$ cat src/rtl/noc_pkg.sv
// Shared widths, watchdog limit and FSM state encoding for the NoC transfer arbiter.
package noc_pkg;

    localparam int NUM_PROC  = 4;
    localparam int DEST_W    = 2;
    localparam int DATA_W    = 9;
    localparam int TLAST_BIT = DATA_W - 1;
    localparam int WDOG_W    = 8;

    localparam logic [WDOG_W-1:0] TIMEOUT = 8'd255;

    typedef enum logic [1:0] {
        IDLE  = 2'd0,
        GRANT = 2'd1,
        XFER  = 2'd2,
        DRAIN = 2'd3
    } state_t;

endpackage

$ cat src/rtl/rr_arbiter.sv
// Combinational round-robin picker: first eligible index after rr_ptr, wrapping
// modulo NUM_PROC, returned both one-hot and as a binary index.
module rr_arbiter
    import noc_pkg::*;
(
    input  logic [NUM_PROC-1:0] eligible,
    input  logic [DEST_W-1:0]   rr_ptr,
    output logic [NUM_PROC-1:0] grant,
    output logic [DEST_W-1:0]   grant_idx
);

    logic              found;
    logic [DEST_W-1:0] cand;

    // NUM_PROC == 2**DEST_W, so the index sum wraps naturally; k == NUM_PROC revisits rr_ptr last.
    always_comb begin
        grant     = '0;
        grant_idx = '0;
        found     = 1'b0;
        cand      = '0;
        for (int k = 1; k <= NUM_PROC; k++) begin
            cand = rr_ptr + DEST_W'(k);
            if (!found && eligible[cand]) begin
                found       = 1'b1;
                grant[cand] = 1'b1;
                grant_idx   = cand;
            end
        end
    end

endmodule

$ cat src/rtl/noc_transfer_arbiter.sv
// Central NoC bus master: round-robin grants to one processor at a time and muxes its
// {tlast,payload} stream onto the router path until tlast or the watchdog releases it.
module noc_transfer_arbiter
    import noc_pkg::*;
(
    input  logic                       clock,
    input  logic                       reset,
    input  logic [NUM_PROC-1:0]        req,
    input  logic [NUM_PROC*DEST_W-1:0] dest,
    input  logic [NUM_PROC*DATA_W-1:0] data_in,
    output logic [NUM_PROC-1:0]        master_response,
    output logic                       route_valid,
    output logic [DEST_W-1:0]          route_src,
    output logic [DEST_W-1:0]          route_dst,
    output logic [DATA_W-1:0]          data_out,
    output logic                       busy,
    output logic                       timeout_err
);

    logic [DEST_W-1:0] dest_arr [NUM_PROC];
    logic [DATA_W-1:0] data_arr [NUM_PROC];
    logic [NUM_PROC-1:0] eligible;
    logic [NUM_PROC-1:0] win_grant;
    logic [DEST_W-1:0]   win_idx;
    logic                tlast;

    state_t              state_q, state_d;
    logic [DEST_W-1:0]   rr_ptr_q, rr_ptr_d;
    logic [DEST_W-1:0]   src_q, src_d;
    logic [DEST_W-1:0]   dst_q, dst_d;
    logic [WDOG_W-1:0]   wdog_q, wdog_d;
    logic [NUM_PROC-1:0] master_response_q, master_response_d;
    logic                route_valid_q, route_valid_d;
    logic                busy_q, busy_d;
    logic                timeout_err_q, timeout_err_d;

    // A processor addressing itself is never eligible.
    for (genvar i = 0; i < NUM_PROC; i++) begin : g_unpack
        assign dest_arr[i] = dest[i*DEST_W +: DEST_W];
        assign data_arr[i] = data_in[i*DATA_W +: DATA_W];
        assign eligible[i] = req[i] && (dest_arr[i] != DEST_W'(i));
    end

    rr_arbiter u_rr_arbiter (
        .eligible  (eligible),
        .rr_ptr    (rr_ptr_q),
        .grant     (win_grant),
        .grant_idx (win_idx)
    );

    assign tlast = data_arr[src_q][TLAST_BIT];

    always_comb begin
        state_d           = state_q;
        rr_ptr_d          = rr_ptr_q;
        src_d             = src_q;
        dst_d             = dst_q;
        wdog_d            = wdog_q;
        master_response_d = '0;
        timeout_err_d     = 1'b0;
        case (state_q)
            IDLE: begin
                if (|eligible) begin
                    state_d           = GRANT;
                    src_d             = win_idx;
                    dst_d             = dest_arr[win_idx];
                    master_response_d = win_grant;
                end
            end
            GRANT: begin
                state_d = XFER;
                wdog_d  = '0;
            end
            XFER: begin
                // tlast wins over the watchdog when both land on the same cycle.
                if (tlast) begin
                    state_d = DRAIN;
                end else if (wdog_q == TIMEOUT) begin
                    state_d       = IDLE;
                    timeout_err_d = 1'b1;
                    rr_ptr_d      = src_q;
                end else begin
                    wdog_d = wdog_q + WDOG_W'(1);
                end
            end
            DRAIN: begin
                state_d  = IDLE;
                rr_ptr_d = src_q;
            end
            default: state_d = IDLE;
        endcase
        route_valid_d = (state_d != IDLE);
        busy_d        = (state_d != IDLE);
    end

    always_ff @(posedge clock or posedge reset) begin
        if (reset) begin
            state_q           <= IDLE;
            rr_ptr_q          <= DEST_W'(NUM_PROC - 1);
            src_q             <= '0;
            dst_q             <= '0;
            wdog_q            <= '0;
            master_response_q <= '0;
            route_valid_q     <= 1'b0;
            busy_q            <= 1'b0;
            timeout_err_q     <= 1'b0;
        end else begin
            state_q           <= state_d;
            rr_ptr_q          <= rr_ptr_d;
            src_q             <= src_d;
            dst_q             <= dst_d;
            wdog_q            <= wdog_d;
            master_response_q <= master_response_d;
            route_valid_q     <= route_valid_d;
            busy_q            <= busy_d;
            timeout_err_q     <= timeout_err_d;
        end
    end

    assign master_response = master_response_q;
    assign route_valid     = route_valid_q;
    assign route_src       = src_q;
    assign route_dst       = dst_q;
    assign busy            = busy_q;
    assign timeout_err     = timeout_err_q;
    assign data_out        = route_valid_q ? data_arr[src_q] : '0;

endmodule
$ cat config.mk
export PLATFORM = sky130hd
export DESIGN_NAME = noc_transfer_arbiter
export DESIGN_NICKNAME = d
export VERILOG_FILES = /design/src/rtl/noc_pkg.sv /design/src/rtl/rr_arbiter.sv /design/src/rtl/noc_transfer_arbiter.sv
export SDC_FILE = /design/constraint.sdc
export NUM_CORES = 1
export LEC_CHECK = 0
export CORE_AREA = 5 5 68 70
export DETAILED_ROUTE_END_ITERATION = 8
export DIE_AREA = 0 0 73 75
export GPL_TIMING_DRIVEN = 0
export PLACE_DENSITY_LB_ADDON = 0.08
export SYNTH_ARGS = -nofsm -noshare
export SYNTH_HDL_FRONTEND = slang
export SYNTH_SLANG_ARGS = --single-unit
$ cat constraint.sdc
create_clock -name clock -period 5.25 [get_ports clock]
set_input_delay 1.05 -clock clock [delete_from_list [all_inputs] [get_ports clock]]
set_output_delay 1.05 -clock clock [all_outputs]
set_load 0.02 [all_outputs]
== After elaboration in Yosys (flattened, before gate mapping) ==
Index checks and enable logic that the tools add are counted.

* Equality and inequality tests: 10
* Muxes and demuxes: 49
* Reductions and logical operators: 23
* Order comparisons: 10
* Add/subtract/negate cells: 4
* Bitwise operators: 5

{| class="wikitable"
|+ Operators by type and width
! operator !! number
|-
| 9-bit two-way mux || 3
|-
| 4-bit two-way mux || 6
|-
| 2-bit two-way mux || 11
|-
| 9-bit binary-select mux with 2-bit select || 1
|-
| 8-bit two-way mux || 2
|-
| 8-bit one-hot mux with 2 select lines || 1
|-
| 1-bit two-way mux || 14
|-
| 2-bit by 3-bit < comparator with 1-bit output (second input constant) || 4
|-
| 4-bit OR || 3
|-
| 1-bit logical AND || 11
|-
| 2-bit != test (second input constant) || 5
|-
| 8-bit by 1-bit adder with 8-bit output (second input constant) || 1
|-
| 1-bit binary-select mux with 2-bit select || 4
|-
| 1-bit demux with 2-bit select || 4
|-
| 8-bit == test (second input constant) || 1
|-
| 2-bit by 1-bit greater-or-equal comparator with 1-bit output (second input constant) || 4
|-
| 2-bit one-hot mux with 4 select lines || 1
|-
| 2-bit nonzero test || 4
|-
| 3-bit greater-or-equal comparator (second input constant) || 2
|-
| 2-bit inverter with 3-bit output || 2
|-
| 3-bit AND reduction || 2
|-
| 2-bit adder (second input constant) || 2
|-
| 2-bit binary-select mux with 2-bit select || 1
|-
| 2-bit == test (second input constant) || 2
|-
| 8 further kinds || 10
|}

* Output and inout port bits: 20
* Bits of input ports: 50
* Register bits: 22
* Word-level logic and storage cells: 109

== Depth between registers and ports, before layout ==
Gate-level depths: netlist of run 1.

* Word-level depth: 18
* Gate-level depth with buffers: 10

== Cells and area by module ==
Synthesis of run 1 repeated with hierarchy kept, for this count alone.

* Cell total of the unflattened synthesis: 186
* Area total of the unflattened synthesis: 1883.1 um2

{| class="wikitable"
|+ By module, submodules not included
! module !! instances !! seq. area each (um2) !! cells an instance !! area each (um2)
|-
| noc_transfer_arbiter || 1 || 553.0 || 127 || 1392.6
|-
| rr_arbiter || 1 || 0.0 || 59 || 490.5
|}

== Worst setup path before layout of run 1 ==
No wires, ideal clock.

* Path type: input port to output port
* Start point: input data_in[35]
* End point: output data_out[8]
* Path slack: 2.402 ns
* Stages on the path: 2
* Required time: 4.200 ns
* Arrival time: 1.798 ns
* Path through: mux4_2 > and2_1

* Cells in the longest elaborated chain, start to end: 4

{| class="wikitable"
|+ Ends and longest elaborated chain
! item !! RTL line !! RTL
|-
| from (decl) || noc_transfer_arbiter.sv:10 || <nowiki>input logic [NUM_PROC*DATA_W-1:0] data_in,</nowiki>
|-
| 9-bit binary-select mux with 2-bit select || noc_transfer_arbiter.sv:126 || <nowiki>assign data_out = route_valid_q ? data_arr[src_q] : '0;</nowiki>
|-
| 9-bit two-way mux (implied by the code) (2 in series) || noc_transfer_arbiter.sv:126 ||
|-
| 9-bit two-way mux || noc_transfer_arbiter.sv:126 ||
|-
| to (decl) || noc_transfer_arbiter.sv:15 || <nowiki>output logic [DATA_W-1:0] data_out,</nowiki>
|}

Every way passes these cells. The select of a mux whose other input is x is not followed.

== Worst setup path after layout of run 1 ==
Same ends and word-level chain as after synthesis.

==> reports/metrics.sh, run 1 <==
FINALWEIGHTEDCONGESTION=0.857
CLKSLEWWORSTSETUPHOLDPATHS_PS=80
YOSYS.AREA_SHARE.XOR_XNOR=0.0197
FINAL_HOLD_VIOL_COUNT=0
TIGHTESTPINTRANSITION_PS=833
ROUTE.DETAILED.DRC=0
FINAL_ANTENNA_NET_COUNT=0
CRITICAL_PATH.TOP_DELAY_FAMILY='buffers and inverters'
OVERFLOW=0
SW_FRAC_OF_TOTAL=0.403
REQUIRED_PS=4200
SYNTH_COMMONEST_CELLS='20 x dfrtp_1, 18 x nand2_1, 12 x mux4_2, 10 x and2_1'
DIE-AREA_UM2=5480
CLOCK-SKEW-FINAL_PS=1.90
DRT_ITER0_DRC=125
POST-SYNTH-TOP-AREA-CELL='dfrtp_1'
ANTENNA_FOUND_INITIAL=0
PLACEMENT.SETUP.WORST_SLACK_PS=1480
CLKSINKCOUNT=22
DRT-PASS1-ITER-COUNT=4
IO-PIN-COUNT=70
YOSYS_REGISTER_BITS=22
POWER_FRAC_COMB=0.673
ROOT_BUFFER='clkbuf_8'
DIEHEIGHT_UM=75
POWER.DENSITY_CELL_AREA_nW_PER_UM2=524
RELSLEWSLACK=0.444
WORST-ENDPOINT-ARRIVAL_PS=2700
PLACE.DETAILED.HPWL_MM=3.68
NUM-NETS-FINAL=302
P_INT_uW=816
MAX_FREQ_GHz=0.267
WIRE_LENGTH_OF_THE_FIRST_GLOBAL_ROUTING_PASS_MM=7.29
SEQUENTIAL_GROUP_SHARE_OF_TOTAL_POWER=0.212
YOSYS-MUX-AREA-FRACTION=0.221
CTSRESIZECOUNT=0
POSTCTSSETUPREPAIRBUFS=0
POWER_FRAC_CLOCK=0.115
YS.FLOP_TYPE='dfrtp_1'
CRITPATHSLOWESTCELL='clkdlybuf4s50_1'
DETAILROUTE.VIA_COUNT=1618
TRITONCTS_CLOCK_TREE='done'
END_KIND='primary output'
HOLDWS_PS=503
SEQ_AREA_FRAC_SYNTH=0.310
GRT.TOTAL_USAGE=0.170
CAP_VIOLATIONS=0
ROUTED_WIRE_LENGTH_PER_INSTANCE_UM=15.8
SYNTH.TOP_CELLS.BY_AREA='dfrtp_1 28%, mux4_2 15%, ha_1 6.3%'
FIN_TNS_SETUP_PS=0
SYNTH.MOST_COMMON_CELL='dfrtp_1'
FINALWORSTSETUPSLACK_PS=1500
CRITPATHLAUNCHTYPE='primary input'
HTREE_NUM_LEVELS=1
CRIT_TYPE='in -> out'
NUMBER_OF_SYNTHESIZED_FLOPS_WITH_AN_ENABLE_PIN=0
LAYOUT-AREA-OVERHEAD-VS-SYNTH_PCT=46.3
FFS_W_ASYNC_S_R_SYNTH=1.00
ANTENNA-DIODE-COUNT=0
CORE-AREA_UM2=3910
CP_CELL_SEQUENCE='clkdlybuf4s50_1 -> mux4_2 -> and2_1 -> clkdlybuf4s50_1'
CTS-HOLD-FIX-BUFFERS=0
FILLER_CELL_COUNT=319
FINAL_UTIL=0.666
SYNTH_TOP_AREA_SHARE=0.281
POST_LAYOUT_MINIMUM_CYCLE_TIME_PS=3750
CP_COMMON_CELL='clkdlybuf4s50_1'
POWER.SWITCHING_uW=550
FINALCRITPERIODSHARE=0.714
SYN_INST=169
EFFECTIVE_UTILIZATION_AT_FLOORPLAN=0.455
SYNTH_SIMPLE_GATE_AREA_SHARE=0.194
RSZ0062_AT_GRT='false'
SYNTH.AVG_CELL_AREA_UM2=10.5
MAX_TRANSITION_VIOLS_FINAL=0
MAXIMUM_NUMBER_OF_PINS_ON_ONE_NET_BEFORE_GLOBAL_ROUTE_REPAIR=23
CLOCK_LATENCY_PS=260
HP-CLASS='reg -> reg'
CTS_MAX_PATH_BUFFERS=2
ROUTED_WIRELENGTH_MM=4.62
IO_BUFFER_COUNT=69
AVERAGE_VIAS_PER_PLACED_INSTANCE=5.54
SETUP_VIOLATING_ENDPOINT_COUNT_IN_THE_FINAL_REPORT=0
NUMCTSBUFFERS=3
SYNTH_COMPOUND_GATE_AREA_SHARE=0.146
SYNTH.YOSYS.WARNINGS=0
SYNTH.NET_COUNT=228
P_LEAK_uW=0.00105
IR_DROP_WORST_CASE_VDD_uV=303
GRT_PASS1_VIAS=1573
RESULT_OF_THE_RUN='completed'
CRITICAL_PATH.MAX_STAGE_DELAY_PS=540
SYN-CELL-AREA_UM2=1780
FINAL_LAYOUT_SIZE_SUFFIX_GT1_FRAC=0.157
TIMING.CRITICAL_PATH.FANOUT_MAX=5
SYNTH_TOP_FAMILY_BY_AREA='multiplexers'
SYNTHDISTINCTLIBCELLS=50
FP.DIEW_UM=73
ROW_COUNT=23
YOSYS.AREA_SHARE.ADDER=0.0632
CRITPATHBUFINV=2
==> placed cells by master, fill, tap and decap left out, drive strengths merged, types with 4 or more instances in the layout <==
cell and count:
a21oi 8, a22o 4, and2 11, buf 6
clkbuf 5, clkdlybuf4s50 69, dfrtp 20, ha 9
mux2i 9, mux4 12, nand2 18, nand2b 5
nand3 4, nor2 8, o21ai 8, xor2 4
==> per-layer routing <==
metal  share of wire  global-route usage  vias up
li1                -                   -      781
met1            0.39               0.196      770
met2            0.55               0.321       63
met3           0.058              0.0254        4
met4          0.0050              0.0533        0
met5               0                   0        -
==> area by class of cell <==
type | instances | area (um2) | share of cell area
Timing Repair Buffer | 69 | 691 | 0.265
Clock buffer | 3 | 41.3 | 0.0158
Tap cell | 50 | 62.6 | 0.0240
Sequential cell | 22 | 553 | 0.212
Inverter | 3 | 11.3 | 0.00432
Clock inverter | 1 | 30.0 | 0.0115
Buffer | 8 | 70.1 | 0.0269
Multi-Input combinational cell | 136 | 1150 | 0.440
==> power groups by stage <==
stage          sequential, uW  clock (uW)  combinational, uW
6_report                  290         157                919
5_1_grt                   300         169                996
4_1_cts                   292         159                927
3_5_place_dp              294           0                923
3_3_place_gp              290           0                913
2_1_floorplan             317           0                603
==> worst min-delay path: stages (launching register included) <==
cell	delay, ps
dfrtp_1	350
nand2_1	50
o221ai_1	60
==> state kept, by name, summed over array words and instances, names as in the netlist <==
register	count
route_dst	2
master_response	4
busy	1
state_q	2
rr_ptr_q	2
wdog_q	8
route_src	2
timeout_err	1
==> final timing paths <==
check                      slack (ps)                       end                      from  depth (start not counted)
setup / recovery                 1500               data_out[8]               data_in[35]                          4
hold / removal                    500  route_dst[1]$_DFFE_PP0P_  route_dst[1]$_DFFE_PP0P_                          2
setup reg to reg                 2360  route_dst[1]$_DFFE_PP0P_   rr_ptr_q[1]$_DFFE_PP1P_                          9
hold reg to reg                   500  route_dst[1]$_DFFE_PP0P_  route_dst[1]$_DFFE_PP0P_                          2
max in group asynchronous        3490            busy$_DFF_PP0_                     reset                          2
min in group asynchronous        1250     wdog_q[5]$_DFFE_PP0P_                     reset                          2
==> metrics by stage <==
step | instance area (um2) | cells | power [uW]
2_1_floorplan | 1780 | 169 | 920
3_3_place_gp | 2530 | 288 | 1200
3_5_place_dp | 2530 | 288 | 1220
4_1_cts | 2610 | 292 | 1380
5_1_grt | 2610 | 292 | 1470
6_report | 2610 | 292 | 1370
==> logic make-up (layout without fill, tap and decap cells) <==
kind of cell	Yosys count	after routing
AO/OA/AOI/OAI	37	37
adder cells (fa/ha/maj)	9	9
flip-flops	22	22
multiplexers	24	24
AND/OR/NAND/NOR	62	62
buffers and inverters	11	84
XOR/XNOR	4	4
Note: power is estimated with default switching activity, not from simulation.
==> run 2: changes to the inputs <==
--- a/config.mk
+++ b/config.mk
@@ -5,9 +5,9 @@
 export SDC_FILE = /design/constraint.sdc
 export NUM_CORES = 1
 export LEC_CHECK = 0
-export CORE_AREA = 5 5 68 70
+export CORE_AREA = 5 5 73 75
 export DETAILED_ROUTE_END_ITERATION = 8
-export DIE_AREA = 0 0 73 75
+export DIE_AREA = 0 0 78 80
 export GPL_TIMING_DRIVEN = 0
 export PLACE_DENSITY_LB_ADDON = 0.08
 export SYNTH_ARGS = -nofsm -noshare
==> constraint.sdc (replaced) <==
create_clock -name clock -period 3.4 [get_ports clock]
set_input_delay 0.68 -clock clock [delete_from_list [all_inputs] [get_ports clock]]
set_output_delay 0.68 -clock clock [all_outputs]
set_load 0.02 [all_outputs]
==> reports/metrics.sh, run 2 (synthesis results as in run 1) <==
RESULT_OF_THE_RUN='completed'
FILLER_CELL_COUNT=418  # +31%
REG2REGPATHDEPTH=9  # unchanged
FIN_TNS_SETUP_PS=0  # unchanged
CAP_VIOLATIONS=0  # unchanged
POWER_FRAC_CLOCK=0.116  # about the same
POWER.SWITCHING_uW=851  # +55%
ANTENNA_FOUND_INITIAL=0  # unchanged
TIGHTESTPINTRANSITION_PS=803  # -30.0 ps
CRIT_TYPE='reg -> out'
R2R_SLACK_PS=490  # -1870 ps
CTS_MAX_PATH_BUFFERS=2  # unchanged
RSZ0062_AT_GRT='false'
FINALWORSTSETUPSLACK_PS=202  # -1300 ps
EFFECTIVE_UTILIZATION_AT_FLOORPLAN=0.387  # -0.0678
FINALWEIGHTEDCONGESTION=0.831  # -3.0%
LARGEST_REGISTER_FFS=8  # unchanged
TRITONCTS_CLOCK_TREE='done'
WORST-ENDPOINT-ARRIVAL_PS=2520  # -180 ps
OVERFLOW=0  # unchanged
DETAILROUTE.VIA_COUNT=1575  # -2.7%
ROUTED_WIRELENGTH_MM=4.45  # -3.6%
LAYOUT-AREA-OVERHEAD-VS-SYNTH_PCT=46.6
GRT_PASS1_VIAS=1515  # -3.7%
CRITICAL_REGISTER_TO_REGISTER_PATH_ENDPOINT='route_dst[0]$_DFFE_PP0P_'
FINAL_ANTENNA_NET_COUNT=0  # unchanged
POST_LAYOUT_MINIMUM_CYCLE_TIME_PS=3200
FP.DIEW_UM=78  # +6.8%
DRT_ITER0_DRC=41  # -67%
INSTANCES_NO_FILL=296  # +1.4%
LAYOUT.CELLS.MOST_COMMON='clkdlybuf4s50_1'
CORE-AREA_UM2=4600  # +17%
MAX_FREQ_GHz=0.313
ANTENNA-DIODE-COUNT=0  # unchanged
POWER.DENSITY_CELL_AREA_nW_PER_UM2=809  # +54%
ROW_COUNT=25  # +8.7%
DRT-PASS1-ITER-COUNT=4  # unchanged
DIEHEIGHT_UM=80  # +6.7%
CLKSLEWWORSTSETUPHOLDPATHS_PS=80  # about the same
FINAL_LAYOUT_SIZE_SUFFIX_GT1_FRAC=0.157  # unchanged
ROUTE.DETAILED.DRC=0  # unchanged
CTSRESIZECOUNT=0  # unchanged
AVERAGE_VIAS_PER_PLACED_INSTANCE=5.32  # -4.0%
DESIGN_POWER_TOTAL_uW=2110  # +55%
SW_FRAC_OF_TOTAL=0.403  # +0.000442
REQUIRED_PS=2720  # -1480 ps
WORST_SETUP_PATH_ENDPOINT='data_out[2]'
MAX_TRANSITION_VIOLS_FINAL=0  # unchanged
P_LEAK_uW=0.00105  # unchanged
SETUP_VIOLATING_ENDPOINT_COUNT_IN_THE_FINAL_REPORT=0  # unchanged
WIRE_LENGTH_OF_THE_FIRST_GLOBAL_ROUTING_PASS_MM=7.04  # -3.4%
NUMCTSBUFFERS=3  # unchanged
CRITPATHLAUNCHTYPE='register'
HP-CLASS='reg -> reg'
NUMPLACEDINSTANCES=292  # +1.4%
CTS-HOLD-FIX-BUFFERS=0  # unchanged
RELSLEWSLACK=0.464  # +0.0200
STARTPOINT='route_src[0]$_DFFE_PP0P_'
ROUTED_WIRE_LENGTH_PER_INSTANCE_UM=15.0  # -4.9%
FINALCRITPERIODSHARE=0.941
DIE-AREA_UM2=6240  # +14%
POWER_FRAC_COMB=0.673  # about the same
IO_BUFFER_COUNT=69  # unchanged
IR_DROP_WORST_CASE_VDD_uV=327  # +7.8%
ROOT_BUFFER='clkbuf_8'
TIMING.CRITICAL_PATH.FANOUT_MAX=10  # +5
GRT.TOTAL_USAGE=0.138  # -0.0316
NUM-NETS-FINAL=302  # unchanged
END_KIND='primary output'
CLKSINKCOUNT=22  # unchanged
FINAL_UTIL=0.568  # -0.0980
MAXIMUM_NUMBER_OF_PINS_ON_ONE_NET_BEFORE_GLOBAL_ROUTE_REPAIR=23  # unchanged
PLACE.DETAILED.HPWL_MM=3.54  # -4.0%
P_INT_uW=1260  # +54%
MOSTFREQUENTLAYOUTCELLS='69 x clkdlybuf4s50_1, 20 x dfrtp_1, 18 x nand2_1'
LARGEST_REGISTER='wdog_q'
CLOCK_LATENCY_PS=260  # about the same
FINAL_HOLD_VIOL_COUNT=0  # unchanged
SEQUENTIAL_GROUP_SHARE_OF_TOTAL_POWER=0.212  # about the same
WORST_R2R_STARTPOINT='rr_ptr_q[1]$_DFFE_PP1P_'
CLOCK-SKEW-FINAL_PS=6.41  # +4.50 ps
PLACEMENT.SETUP.WORST_SLACK_PS=286  # -1200 ps
IO-PIN-COUNT=70  # unchanged
HTREE_NUM_LEVELS=1  # unchanged
POSTCTSSETUPREPAIRBUFS=0  # unchanged
-- run 2: layout make-up --
| cell class | instances | area [um2] | area share |
|---|---|---|---|
| Timing Repair Buffer | 69 | 691 | 0.264 |
| Clock inverter | 1 | 30.0 | 0.0115 |
| Buffer | 8 | 70.1 | 0.0268 |
| Sequential cell | 22 | 553 | 0.212 |
| Clock buffer | 3 | 41.3 | 0.0158 |
| Tap cell | 54 | 67.6 | 0.0259 |
| Multi-Input combinational cell | 136 | 1150 | 0.439 |
| Inverter | 3 | 11.3 | 0.00431 |
-- run 2: power groups by stage --
stage                     clock network, uW  logic (uW)  registers [uW]
final                                   244        1420             447
after global routing                    263        1530             467
after CTS                               253        1430             451
after detailed placement                  0        1420             454
after global placement                    0        1430             454
after floorplan                           0         931             490
-- run 2: per-layer routing --
metal | track usage | wire (um) | share of wire | up-vias
li1 | - | - | - | 775
met1 | 0.168 | 1760 | 0.40 | 739
met4 | 0.0490 | 85 | 0.019 | 0
met2 | 0.248 | 2380 | 0.53 | 49
met5 | 0 | 0 | 0 | -
met3 | 0.0181 | 228 | 0.051 | 12
-- run 2: worst min-delay path by stage --
stage	endpoint	startpoint	slack, ps	cells after the start
after detailed placement	route_dst[0]$_DFFE_PP0P_	route_dst[0]$_DFFE_PP0P_	490	2
after global routing	wdog_q[0]$_DFFE_PP0P_	wdog_q[0]$_DFFE_PP0P_	550	1
after global placement	route_dst[0]$_DFFE_PP0P_	route_dst[0]$_DFFE_PP0P_	490	2
final	route_dst[0]$_DFFE_PP0P_	route_dst[0]$_DFFE_PP0P_	500	2
after floorplan	wdog_q[0]$_DFFE_PP0P_	wdog_q[0]$_DFFE_PP0P_	480	1
after CTS	route_dst[0]$_DFFE_PP0P_	route_dst[0]$_DFFE_PP0P_	510	2
-- run 2: critical path, stage by stage, from the launching register on --
cell and delay (ps):
dfrtp_1 390, buf_1 580, mux4_2 580, and2_1 160, clkdlybuf4s50_1 550
-- run 2: through the flow --
stage | cell area (um2) | hold WS (ps)
3_3_place_gp | 2540 | 493
5_1_grt | 2610 | 552
6_report | 2610 | 502
3_5_place_dp | 2540 | 486
2_1_floorplan | 1780 | 477
4_1_cts | 2610 | 509
==> run 3: changes to the inputs <==
--- a/config.mk
+++ b/config.mk
@@ -5,9 +5,9 @@
 export SDC_FILE = /design/constraint.sdc
 export NUM_CORES = 1
 export LEC_CHECK = 0
-export CORE_AREA = 5 5 73 75
+export CORE_AREA = 5 5 54 103
 export DETAILED_ROUTE_END_ITERATION = 8
-export DIE_AREA = 0 0 78 80
+export DIE_AREA = 0 0 59 108
 export GPL_TIMING_DRIVEN = 0
 export PLACE_DENSITY_LB_ADDON = 0.08
 export SYNTH_ARGS = -nofsm -noshare
==> reports/metrics.sh, run 3 (synthesis results as in run 1) <==
OVERFLOW=0  # unchanged
NUMCTSBUFFERS=3  # unchanged
MAXIMUM_NUMBER_OF_PINS_ON_ONE_NET_BEFORE_GLOBAL_ROUTE_REPAIR=23  # unchanged
FIN_TNS_SETUP_PS=0  # unchanged
FINAL_ANTENNA_NET_COUNT=0  # unchanged
AVERAGE_VIAS_PER_PLACED_INSTANCE=5.35  # +0.49%
CRITPATHLAUNCHTYPE='primary input'
CAP_VIOLATIONS=0  # unchanged
R2R_SLACK_PS=510  # +20 ps
LAYOUT.CELLS.MOST_COMMON='clkdlybuf4s50_1'
ROUTE.DETAILED.DRC=0  # unchanged
RSZ0062_AT_GRT='false'
HP-CLASS='reg -> reg'
FP.DIEW_UM=59  # -24%
CLOCK_LATENCY_PS=260  # about the same
DIE-AREA_UM2=6370  # +2.1%
MAX_TRANSITION_VIOLS_FINAL=0  # unchanged
WORST-ENDPOINT-ARRIVAL_PS=2320  # -200 ps
IR_DROP_WORST_CASE_VDD_uV=632  # +93%
P_LEAK_uW=0.00105  # -0.38%
LARGEST_REGISTER_FFS=8  # unchanged
ANTENNA-DIODE-COUNT=0  # unchanged
CLKSLEWWORSTSETUPHOLDPATHS_PS=80  # about the same
RELSLEWSLACK=0.444  # -0.0200
PLACE.DETAILED.HPWL_MM=4.31  # +22%
FINALCRITPERIODSHARE=0.882  # -0.0586
ROOT_BUFFER='clkbuf_8'
EFFECTIVE_UTILIZATION_AT_FLOORPLAN=0.384  # -0.00366
CRIT_TYPE='in -> out'
GRT.TOTAL_USAGE=0.163  # +0.0250
MOSTFREQUENTLAYOUTCELLS='69 x clkdlybuf4s50_1, 20 x dfrtp_1, 18 x nand2_1'
DETAILROUTE.VIA_COUNT=1588  # +0.83%
ROW_COUNT=35  # +40%
POST_LAYOUT_MINIMUM_CYCLE_TIME_PS=3000  # -199 ps
DIEHEIGHT_UM=108  # +35%
ROUTED_WIRELENGTH_MM=5.02  # +13%
POWER.DENSITY_CELL_AREA_nW_PER_UM2=794  # -1.8%
TIMING.CRITICAL_PATH.FANOUT_MAX=5  # -5
CORE-AREA_UM2=4640  # +0.95%
TIGHTESTPINTRANSITION_PS=833  # +29.9 ps
HTREE_NUM_LEVELS=1  # unchanged
ANTENNA_FOUND_INITIAL=0  # unchanged
IO_BUFFER_COUNT=69  # unchanged
END_KIND='primary output'
NUM-NETS-FINAL=302  # unchanged
SETUP_VIOLATING_ENDPOINT_COUNT_IN_THE_FINAL_REPORT=0  # unchanged
DRT-PASS1-ITER-COUNT=4  # unchanged
IO-PIN-COUNT=70  # unchanged
MAX_FREQ_GHz=0.333  # +6.6%
REQUIRED_PS=2720  # about the same
TRITONCTS_CLOCK_TREE='done'
LARGEST_REGISTER='wdog_q'
ROUTED_WIRE_LENGTH_PER_INSTANCE_UM=16.9  # +12%
LAYOUT-AREA-OVERHEAD-VS-SYNTH_PCT=45.8
FINALWORSTSETUPSLACK_PS=401  # +199 ps
CLKSINKCOUNT=22  # unchanged
FINAL_LAYOUT_SIZE_SUFFIX_GT1_FRAC=0.161  # +0.00413
LAYOUT.CELL_AREA.NON_FILLER_UM2=2600  # -0.53%
DPL_CELL_AREA_UM2=2540  # about the same
RESULT_OF_THE_RUN='completed'
GRT_PASS1_VIAS=1726  # +14%
WIRE_LENGTH_OF_THE_FIRST_GLOBAL_ROUTING_PASS_MM=8.02  # +14%
DRT_ITER0_DRC=39  # -4.9%
FINALWEIGHTEDCONGESTION=0.804  # -3.3%
CTS_MAX_PATH_BUFFERS=2  # unchanged
PLACEMENT.SETUP.WORST_SLACK_PS=251  # -35.1 ps
CLOCK-SKEW-FINAL_PS=1.43  # -4.98 ps
FINAL_HOLD_VIOL_COUNT=0  # unchanged
run 3: path summary, 6_finish.rpt:
check                                         from                       end  depth (start not counted)
setup / recovery                       data_in[35]               data_out[8]                          4
hold / removal               wdog_q[0]$_DFFE_PP0P_     wdog_q[0]$_DFFE_PP0P_                          1
setup reg to reg           rr_ptr_q[1]$_DFFE_PP1P_  route_dst[0]$_DFFE_PP0P_                          9
hold reg to reg              wdog_q[0]$_DFFE_PP0P_     wdog_q[0]$_DFFE_PP0P_                          1
max in group asynchronous                    reset  route_src[1]$_DFFE_PP0P_                          2
min in group asynchronous                    reset     wdog_q[6]$_DFFE_PP0P_                          2
run 3: critical path, stage by stage:
cell and delay, ps:
clkdlybuf4s50_1 390, mux4_2 530, and2_1 180, clkdlybuf4s50_1 530
run 3: stage by stage:
step / util / instances / hold slack [ps] / total power [uW]
6_report: 0.560 / 297 / 520 / 2060
5_1_grt: 0.560 / 297 / 568 / 2220
4_1_cts: 0.559 / 297 / 524 / 2090
3_5_place_dp: 0.547 / 293 / 513 / 1900
3_3_place_gp: 0.547 / 293 / 501 / 1890
2_1_floorplan: - / 169 / 477 / 1420
run 3: area by class of cell:
type	instances	area (um2)
plain buffers	8	71.3
clock buffers	4	55.1
fillers	443	2040
inverters	3	11.3
multi-input cells	136	1150
flip-flops and latches	22	553
well taps	55	68.8
repair buffers	69	691
run 3: what timing repair did:
action,in CTS,in global routing
hold buffers,0,0
setup buffers,0,0
gates resized for setup,0,2
endpoints found under the hold margin,0,0
setup endpoints to repair,0,1
run 3: report_power, final:
part | internal, uW | switching, uW | total (uW)
combinational | 746 | 683 | 1430
sequential | 359 | 92.1 | 451
clock | 103 | 80.3 | 183
run 3: metal layers:
metal / part of all wire / track usage / up-vias
li1: - / - / 773
met4: 0.025 / 0.0567 / 0
met2: 0.62 / 0.341 / 43
met3: 0.051 / 0.0251 / 8
met1: 0.30 / 0.144 / 764
met5: 0 / 0 / -
